`src/rtl/pipeline_stall_controller_if.sv`:
```
// Hazard/stall control bundle between the pipeline datapath and its stall sequencer.
// The master modport is the datapath side; the slave modport is the controller side.
interface pipeline_stall_controller_if;
  logic        id_ex_mem_read;
  logic [4:0]  id_ex_rd;
  logic [4:0]  if_id_rs1;
  logic [4:0]  if_id_rs2;
  logic        branch_taken;
  logic        dmem_req;
  logic        dmem_ready;
  logic        halt_req;
  logic        pc_write;
  logic        if_id_write;
  logic        if_id_flush;
  logic        id_ex_bubble;
  logic        pipe_freeze;
  logic        halted;
  logic        mem_timeout;
  logic [31:0] stall_cycles;
  logic [31:0] flush_cycles;

  modport master (
    output id_ex_mem_read, id_ex_rd, if_id_rs1, if_id_rs2,
           branch_taken, dmem_req, dmem_ready, halt_req,
    input  pc_write, if_id_write, if_id_flush, id_ex_bubble,
           pipe_freeze, halted, mem_timeout, stall_cycles, flush_cycles
  );

  modport slave (
    input  id_ex_mem_read, id_ex_rd, if_id_rs1, if_id_rs2,
           branch_taken, dmem_req, dmem_ready, halt_req,
    output pc_write, if_id_write, if_id_flush, id_ex_bubble,
           pipe_freeze, halted, mem_timeout, stall_cycles, flush_cycles
  );
endinterface

```
`src/rtl/pipeline_stall_controller.sv`:
```
// Prioritised hold/flush/bubble sequencer for the 5-stage pipeline (RUN/MEM_WAIT/DRAIN/HALTED).
// Define PERF_CNT_EN to build the saturating stall/flush cycle counters; otherwise they read 0.
module pipeline_stall_controller #(
  parameter int MEM_TIMEOUT  = 15,
  parameter int DRAIN_CYCLES = 3
) (
  input logic clk,
  input logic reset,
  pipeline_stall_controller_if.slave ctl
);

  typedef enum logic [1:0] {RUN, MEM_WAIT, DRAIN, HALTED} stateT;

  stateT      stateReg, stateNext;
  logic [7:0] waitCntReg, waitCntNext;
  logic [2:0] drainCntReg, drainCntNext;
  logic       memTimeoutReg, memTimeoutNext;

  logic loadUse, memStall, evalRun;
  logic pcWrite, ifIdWrite, ifIdFlush, idExBubble, pipeFreeze;

  assign loadUse = ctl.id_ex_mem_read && (ctl.id_ex_rd != 5'd0) &&
                   ((ctl.id_ex_rd == ctl.if_id_rs1) || (ctl.id_ex_rd == ctl.if_id_rs2));
  assign memStall = ctl.dmem_req && !ctl.dmem_ready;

  always_comb begin
    stateNext      = stateReg;
    waitCntNext    = waitCntReg;
    drainCntNext   = drainCntReg;
    memTimeoutNext = memTimeoutReg;
    evalRun        = 1'b0;
    pcWrite        = 1'b1;
    ifIdWrite      = 1'b1;
    ifIdFlush      = 1'b0;
    idExBubble     = 1'b0;
    pipeFreeze     = 1'b0;

    case (stateReg)
      RUN: begin
        if (memStall) begin
          pipeFreeze  = 1'b1;
          stateNext   = MEM_WAIT;
          waitCntNext = 8'd1;
        end else begin
          evalRun = 1'b1;
        end
      end
      MEM_WAIT: begin
        if (!ctl.dmem_ready) begin
          pipeFreeze = 1'b1;
          if (waitCntReg == 8'(MEM_TIMEOUT)) begin
            memTimeoutNext = 1'b1;
            stateNext      = HALTED;
          end else begin
            waitCntNext = waitCntReg + 8'd1;
          end
        end else begin
          evalRun     = 1'b1;
          stateNext   = RUN;
          waitCntNext = 8'd0;
        end
      end
      DRAIN: begin
        // A pending memory access still freezes the back end; the drain count waits for it.
        if (memStall) begin
          pipeFreeze = 1'b1;
        end else begin
          ifIdFlush  = 1'b1;
          idExBubble = 1'b1;
          if (drainCntReg == 3'(DRAIN_CYCLES)) begin
            stateNext = HALTED;
          end else begin
            drainCntNext = drainCntReg + 3'd1;
          end
        end
      end
      default: begin
        ifIdFlush  = 1'b1;
        idExBubble = 1'b1;
      end
    endcase

    if (pipeFreeze || stateReg == DRAIN || stateReg == HALTED) begin
      pcWrite   = 1'b0;
      ifIdWrite = 1'b0;
    end

    // Normal issue priority: branch flush beats load-use, which beats halt acceptance.
    if (evalRun) begin
      if (ctl.branch_taken) begin
        ifIdFlush  = 1'b1;
        idExBubble = 1'b1;
      end else if (loadUse) begin
        pcWrite    = 1'b0;
        ifIdWrite  = 1'b0;
        idExBubble = 1'b1;
      end else if (ctl.halt_req) begin
        pcWrite      = 1'b0;
        ifIdWrite    = 1'b0;
        ifIdFlush    = 1'b1;
        idExBubble   = 1'b1;
        stateNext    = DRAIN;
        drainCntNext = 3'd1;
      end
    end
  end

  always_ff @(posedge clk) begin
    if (reset) begin
      stateReg      <= RUN;
      waitCntReg    <= 8'd0;
      drainCntReg   <= 3'd0;
      memTimeoutReg <= 1'b0;
    end else begin
      stateReg      <= stateNext;
      waitCntReg    <= waitCntNext;
      drainCntReg   <= drainCntNext;
      memTimeoutReg <= memTimeoutNext;
    end
  end

  assign ctl.pc_write     = pcWrite;
  assign ctl.if_id_write  = ifIdWrite;
  assign ctl.if_id_flush  = ifIdFlush;
  assign ctl.id_ex_bubble = idExBubble;
  assign ctl.pipe_freeze  = pipeFreeze;
  assign ctl.halted       = (stateReg == HALTED);
  assign ctl.mem_timeout  = memTimeoutReg;

`ifdef PERF_CNT_EN
  logic [31:0] stallCntReg, flushCntReg;
  logic        stallEvt, flushEvt;

  assign stallEvt = pipeFreeze || (evalRun && !ctl.branch_taken && loadUse);
  assign flushEvt = evalRun && ctl.branch_taken;

  always_ff @(posedge clk) begin
    if (reset) begin
      stallCntReg <= '0;
      flushCntReg <= '0;
    end else begin
      if (stallEvt && stallCntReg != 32'hFFFF_FFFF) stallCntReg <= stallCntReg + 32'd1;
      if (flushEvt && flushCntReg != 32'hFFFF_FFFF) flushCntReg <= flushCntReg + 32'd1;
    end
  end

  assign ctl.stall_cycles = stallCntReg;
  assign ctl.flush_cycles = flushCntReg;
`else
  assign ctl.stall_cycles = '0;
  assign ctl.flush_cycles = '0;
`endif

endmodule

```
`src/flat_wrapper.sv`:
```
// flat-port wrapper written by rule: the top's interface ports become plain ports
module pipeline_stall_controller_flat 
#(
  parameter int MEM_TIMEOUT  = 15,
  parameter int DRAIN_CYCLES = 3
)
  (clk, reset, ctl_id_ex_mem_read, ctl_id_ex_rd, ctl_if_id_rs1, ctl_if_id_rs2, ctl_branch_taken, ctl_dmem_req, ctl_dmem_ready, ctl_halt_req, ctl_pc_write, ctl_if_id_write, ctl_if_id_flush, ctl_id_ex_bubble, ctl_pipe_freeze, ctl_halted, ctl_mem_timeout, ctl_stall_cycles, ctl_flush_cycles);
  pipeline_stall_controller_if ctl_i ();
  input logic clk;
  input logic reset;
  input wire logic [$bits(ctl_i.id_ex_mem_read)-1:0] ctl_id_ex_mem_read;
  input wire logic [$bits(ctl_i.id_ex_rd)-1:0] ctl_id_ex_rd;
  input wire logic [$bits(ctl_i.if_id_rs1)-1:0] ctl_if_id_rs1;
  input wire logic [$bits(ctl_i.if_id_rs2)-1:0] ctl_if_id_rs2;
  input wire logic [$bits(ctl_i.branch_taken)-1:0] ctl_branch_taken;
  input wire logic [$bits(ctl_i.dmem_req)-1:0] ctl_dmem_req;
  input wire logic [$bits(ctl_i.dmem_ready)-1:0] ctl_dmem_ready;
  input wire logic [$bits(ctl_i.halt_req)-1:0] ctl_halt_req;
  output wire logic [$bits(ctl_i.pc_write)-1:0] ctl_pc_write;
  output wire logic [$bits(ctl_i.if_id_write)-1:0] ctl_if_id_write;
  output wire logic [$bits(ctl_i.if_id_flush)-1:0] ctl_if_id_flush;
  output wire logic [$bits(ctl_i.id_ex_bubble)-1:0] ctl_id_ex_bubble;
  output wire logic [$bits(ctl_i.pipe_freeze)-1:0] ctl_pipe_freeze;
  output wire logic [$bits(ctl_i.halted)-1:0] ctl_halted;
  output wire logic [$bits(ctl_i.mem_timeout)-1:0] ctl_mem_timeout;
  output wire logic [$bits(ctl_i.stall_cycles)-1:0] ctl_stall_cycles;
  output wire logic [$bits(ctl_i.flush_cycles)-1:0] ctl_flush_cycles;
  assign ctl_i.id_ex_mem_read = ctl_id_ex_mem_read;
  assign ctl_i.id_ex_rd = ctl_id_ex_rd;
  assign ctl_i.if_id_rs1 = ctl_if_id_rs1;
  assign ctl_i.if_id_rs2 = ctl_if_id_rs2;
  assign ctl_i.branch_taken = ctl_branch_taken;
  assign ctl_i.dmem_req = ctl_dmem_req;
  assign ctl_i.dmem_ready = ctl_dmem_ready;
  assign ctl_i.halt_req = ctl_halt_req;
  assign ctl_pc_write = ctl_i.pc_write;
  assign ctl_if_id_write = ctl_i.if_id_write;
  assign ctl_if_id_flush = ctl_i.if_id_flush;
  assign ctl_id_ex_bubble = ctl_i.id_ex_bubble;
  assign ctl_pipe_freeze = ctl_i.pipe_freeze;
  assign ctl_halted = ctl_i.halted;
  assign ctl_mem_timeout = ctl_i.mem_timeout;
  assign ctl_stall_cycles = ctl_i.stall_cycles;
  assign ctl_flush_cycles = ctl_i.flush_cycles;
  pipeline_stall_controller #(.MEM_TIMEOUT(MEM_TIMEOUT), .DRAIN_CYCLES(DRAIN_CYCLES)) u_core (.clk(clk), .reset(reset), .ctl(ctl_i));
endmodule
```
`config.mk`:
```
export PLATFORM = sky130hd
export DESIGN_NAME = pipeline_stall_controller_flat
export DESIGN_NICKNAME = d
export VERILOG_FILES = /design/src/rtl/pipeline_stall_controller_if.sv /design/src/rtl/pipeline_stall_controller.sv /design/src/flat_wrapper.sv
export SDC_FILE = /design/constraint.sdc
export NUM_CORES = 1
export LEC_CHECK = 0
export ABC_AREA = 1
export CORE_ASPECT_RATIO = 1.1
export CORE_MARGIN = 5
export CORE_UTILIZATION = 40
export DETAILED_ROUTE_END_ITERATION = 16
export GPL_TIMING_DRIVEN = 1
export HOLD_SLACK_MARGIN = 0.1
export PLACE_DENSITY = 0.86
export SETUP_SLACK_MARGIN = 0.05
export SLEW_MARGIN = 0
export SYNTH_ARGS = -nofsm -noshare
export SYNTH_HDL_FRONTEND = slang
export SYNTH_SLANG_ARGS = --single-unit
```
`constraint.sdc`:
```
create_clock -name clk -period 2.9 [get_ports clk]
set_input_delay 0.435 -clock clk [delete_from_list [all_inputs] [get_ports clk]]
set_output_delay 0.435 -clock clk [all_outputs]
set_load 0.02 [all_outputs]
```
== After elaboration in Yosys (flattened, before gate mapping) ==
Cells that the tools add are included.

* Bitwise gates (word level): 1
* Reductions and logical operators: 14
* Muxes and demuxes: 40
* Add/subtract/negate cells: 2
* Eq/ne operators: 9

{| class="wikitable"
|+ Operator list
! operator !! number
|-
| 2-to-1 mux 8 bit || 3
|-
| 2-to-1 mux 3 bit || 7
|-
| 2-to-1 mux 2 bit || 9
|-
| 2-to-1 mux 1 bit || 16
|-
| one-hot mux 8 bit (2 select lines) || 1
|-
| equality test 5 bit || 2
|-
| adder 8 x 1 -> 8 bit (second input constant) || 1
|-
| equality test 8 x 4 -> 1 bit (second input constant) || 1
|-
| one-hot mux 1 bit (2 select lines) || 3
|-
| one-hot mux 2 bit (3 select lines) || 1
|-
| AND reduction 3 bit || 2
|-
| nonzero test 5 bit || 1
|-
| equality test 2 bit (second input constant) || 2
|-
| OR reduction 2 bit || 2
|-
| adder 3 x 1 -> 3 bit (second input constant) || 1
|-
| equality test 3 x 2 -> 1 bit (second input constant) || 1
|-
| logical AND 1 bit || 3
|-
| logical OR 1 bit || 3
|-
| != test 3 bit (second input constant) || 1
|-
| equality test 2 x 1 -> 1 bit (second input constant) || 1
|-
| logical NOT 2 bit || 1
|-
| != test 2 x 1 -> 1 bit (second input constant) || 1
|-
| nonzero test 2 bit || 1
|-
| logical NOT 1 bit || 1
|-
| inverter 1 bit || 1
|}

* Register bits: 14
* Output and inout bits: 71
* Input bits: 22

== Longest topological paths before layout ==
* Word-level depth: 11
* Mapped depth: 11
* Gate-level depth less buffers: 11

== Worst setup path after synthesis ==
OpenSTA, ideal clock, no wires.

* Kind: input to output
* Start point: input ctl_id_ex_rd[1]
* End point: output ctl_pc_write
* Setup slack: 944 ps
* Stages: 8
* Required time: 2465 ps
* Arrival time: 1521 ps
* Cells stage by stage: inv_1 nand4_1 o21ai_0 inv_1 nand2_1 nand2_1 a21oi_1 buf_4

* Longest elaborated chain between the ends: 6
* Elaborated cells on any way between the ends: 9
* Those cells by class: eq/ne: 2; mux: 3; reduce/logical: 4

{| class="wikitable"
|+ Ends and longest elaborated chain
! item !! line !! source
|-
| from (decl) || flat_wrapper.sv:12 || <nowiki>input wire logic [$bits(ctl_i.id_ex_rd)-1:0] ctl_id_ex_rd;</nowiki>
|-
| equality test 5 bit / nonzero test 5 bit (equally long branches) || pipeline_stall_controller.sv:23, pipeline_stall_controller.sv:22 ||
|-
| logical OR 1 bit / logical AND 1 bit (equally long branches) || pipeline_stall_controller.sv:23, pipeline_stall_controller.sv:22 ||
|-
| logical AND 1 bit (*) || pipeline_stall_controller.sv:22 || <nowiki>assign loadUse = ctl.id_ex_mem_read && (ctl.id_ex_rd != 5'd0) &&</nowiki>
|-
| 2-to-1 mux 1 bit (*) (3 in series) || - ||
|-
| to (decl) || flat_wrapper.sv:19 || <nowiki>output wire logic [$bits(ctl_i.pc_write)-1:0] ctl_pc_write;</nowiki>
|}

Mark *: on every way between the ends. The rest lies on a longest branch, timed or not.

== Worst setup path after layout ==
* Start point: input ctl_id_ex_rd[2]
* End point: output ctl_pc_write

* Longest elaborated chain between the ends: 6
* Elaborated cells on any way between the ends: 9
* Those cells by class: eq/ne: 2; mux: 3; reduce/logical: 4

{| class="wikitable"
|+ Ends and longest elaborated chain
! item !! line !! source
|-
| equality test 5 bit / nonzero test 5 bit (equally long branches) || pipeline_stall_controller.sv:23, pipeline_stall_controller.sv:22 ||
|-
| logical OR 1 bit / logical AND 1 bit (equally long branches) || pipeline_stall_controller.sv:23, pipeline_stall_controller.sv:22 ||
|-
| logical AND 1 bit (*) || pipeline_stall_controller.sv:22 ||
|-
| 2-to-1 mux 1 bit (*) || pipeline_stall_controller.sv:93 || <nowiki>end else if (loadUse) begin</nowiki>
|-
| 2-to-1 mux 1 bit (*) || pipeline_stall_controller.sv:90 || <nowiki>if (ctl.branch_taken) begin</nowiki>
|-
| 2-to-1 mux 1 bit (*) || pipeline_stall_controller.sv:89 || <nowiki>if (evalRun) begin</nowiki>
|}

Marked as above.

==> summary.txt <==
Floorplan
  – Die Footprint: 5030 um2
  – Top Ports: 93
  – Die width: 68.1 um
  – Initial Util: 0.409
  – Die H: 73.9 um
  – Core area: 3630 um2
  – Std cell rows: 23

Min path
  – HP Class: reg -> reg

Clock tree
  – Root buf cell: clkbuf_8
  – # hold bufs at CTS: 0
  – Clock Latency Late Sink: 0.25 ns
  – CTS tree: built
  – Clock Sink Count: 14
  – CTS Buf Count: 3
  – Clock buffer depth: 2
  – H-tree depth: 1
  – CTS clk-pin slew, worst paths: 0.06 ns

Logic synthesis
  – Gate Count Post-Synth: 230
  – Synth top area cells: buf_4 (33%), dfxtp_1 (19%), nand2_1 (11%)
  – Synth unique cells: 27
  – Yosys warning count: 0
  – Synth top area share: 0.329
  – FF+latch count, synth: 14
  – Area leader, netlist: buf_4
  – Cell area after synthesis: 1480 um2
  – Mean Syn Cell Area: 6.45 um2
  – Sequential area share after synthesis: 0.189

Global routing
  – First-pass GRT wire length: 3.92 mm
  – Vias in the first global route: 1,009
  – Antenna violations before repair: 0
  – Tot GR Track Use: 0.0991
  – GRT Residual Overflow: 0
  – Largest net degree at the start of global routing: 9

STA
  – Clock skew: 0.00294 ns
  – Worst hold slack: 0.451 ns
  – Final TNS setup: 0 ns
  – # setup viols final: 0
  – RSZ-0062 raised after global routing: no
  – Fin. Hold Viols: 0
  – Final worst path period share: 0.934
  – Final min period: 2.71 ns
  – Max-slew violations: 0
  – Maximum clock frequency: 369 MHz

Setup path
  – Critical path peak fanout: 4
  – Worst Path Required: 2.47 ns
  – CP arrival: 2.27 ns
  – Worst Setup Start Kind: primary input
  – CP Class: in -> out
  – Nature of the critical path endpoint: output pin

Drt
  – DR vias: 1,219
  – Routed WL: 2.79 mm
  – Drt initial violations: 39
  – DRT antenna net count: 0
  – Vias per cell: 3.93
  – DR pass1 iterations: 4
  – Routed wire per std cell: 8.99 um
  – DRC: 0

Status
  – Status: completed

Finish
  – Final net count: 285
  – Share of cells above drive strength 1: 0.0538
  – N_diodes: 0
  – Design area: 1630 um2
  – P&R area growth vs syn: 10.0%
  – Fill cells: 386

Power and ir drop
  – Power per cell area: 374 nW/um2
  – LEAKAGE: 0.884 nW
  – Worst vdd ir: 0.000239 V

Job
  – Maxcap violations: 0

Placed design
  – Dpl cell area: 1580 um2
  – PortBufs: 28
  – HPWL Detailed: 2.32 mm
  – GP Congestion: 0.804
==> worst max-delay path, stage by stage <==
cell and delay [ns]:
clkdlybuf4s50_1 0.46, inv_1 0.11, nand4_1 0.09, o21ai_0 0.16, inv_1 0.06, nand2_1 0.12
nand2_1 0.06, a21oi_1 0.16, clkdlybuf4s50_1 0.63
==> metrics by stage <==
stage          cells  setup slack, ns  power [mW]   util
3_5_place_dp     306            0.154       0.424  0.434
2_1_floorplan    293            0.944       0.427      -
4_1_cts          310            0.142       0.614  0.450
6_report         310            0.190       0.611  0.450
5_1_grt          310           0.0489       0.647  0.450
3_3_place_gp     306            0.141       0.421  0.434
==> final cells by class <==
class	count	area, um2	share of cell area
timing repair buffer	28	283	0.173
tap	50	62.6	0.0383
inverter	33	124	0.0759
multi-input combinational	181	828	0.507
sequential	14	280	0.172
clock buffer	4	55.1	0.0337
==> flip-flops by register name, indices dropped and copies added (netlist names) <==
register	flops
u_core.ctl.mem_timeout	1
u_core.drainCntReg	3
u_core.stateReg	2
u_core.waitCntReg	8
==> cell usage after synthesis <==
| cell type | number |
|---|---|
| xnor2_1 | 3 |
| nor2_1 | 23 |
| dfxtp_1 | 14 |
| nor3_1 | 2 |
| a21oi_1 | 8 |
| conb_1 | 1 |
| inv_2 | 1 |
| o21ai_0 | 4 |
| a21oi_4 | 1 |
| nand2_2 | 2 |
| nor2_4 | 1 |
| o211ai_1 | 1 |
| ha_1 | 2 |
| nand3_2 | 1 |
| xor2_1 | 2 |
| nand4_1 | 2 |
| nand3_1 | 11 |
| buf_4 | 65 |
| inv_1 | 32 |
| nor3b_1 | 1 |
| nor2_2 | 1 |
| o22ai_1 | 1 |
| nand2_4 | 2 |
| o21ai_1 | 2 |
| mux2i_1 | 1 |
| or2_2 | 1 |
| nand2_1 | 45 |
==> repair_timing <==
action,4_1_cts,5_1_grt
gates resized for setup,0,1
endpoints found under the setup margin,0,2
setup buffers,0,0
==> path summary, 6_finish.rpt <==
check	from	end	slack, ns	cells after the start
worst max-delay path	ctl_id_ex_rd[2]	ctl_pc_write	0.19	9
worst min-delay path	u_core.drainCntReg[2]	u_core.drainCntReg[2]	0.45	2
worst max register to register	u_core.waitCntReg[0]	u_core.waitCntReg[6]	1.37	9
worst min register to register	u_core.drainCntReg[2]	u_core.drainCntReg[2]	0.45	2
==> layout by cell type, fill, tap and decap left out, types with 2 or more instances in the layout <==
master           synthesis  final
nand4_1                  2      2
inv_1                   32     32
xnor2_1                  3      3
o21ai_0                  4      4
nand2_2                  2      2
nor3_1                   2      2
ha_1                     2      2
o21ai_1                  2      2
a21oi_1                  8      8
nand2_4                  2      2
nand2_1                 45     45
xor2_1                   2      2
clkbuf_8                 0      4
nor2_1                  23     23
nand3_1                 11     11
conb_1                   1     64
dfxtp_1                 14     14
clkdlybuf4s50_1          0     27
==> power by group <==
part           leakage, nW  total [mW]  internal [mW]  switching (mW)
Sequential           0.114       0.207          0.199         0.00755
Clock               0.0288       0.189          0.120          0.0686
Combinational        0.741       0.216         0.0684           0.147
Total                0.884       0.611          0.388           0.223
==> kinds of logic (layout without fill, tap and decap cells) <==
kind of cell,after synthesis,count (layout),share of synthesized area
XOR/XNOR,5,5,0.0295
buffers and inverters,98,65,0.412
AO/OA/AOI/OAI,17,17,0.0675
multiplexers,1,1,0.00675
adder cells (fa/ha/maj),2,2,0.0169
AND/OR/NAND/NOR,92,92,0.276
other,1,64,0.00253
flip-flops,14,14,0.189
==> routing by layer <==
layer | global-route usage | up-vias | wire length, um
li1 | - | 629 | -
met1 | 0.109 | 525 | 1070
met2 | 0.179 | 61 | 1360
met3 | 0.0153 | 4 | 312
met4 | 0.0508 | 0 | 44
met5 | 0 | - | 0
(Power assumes the default switching activity.)
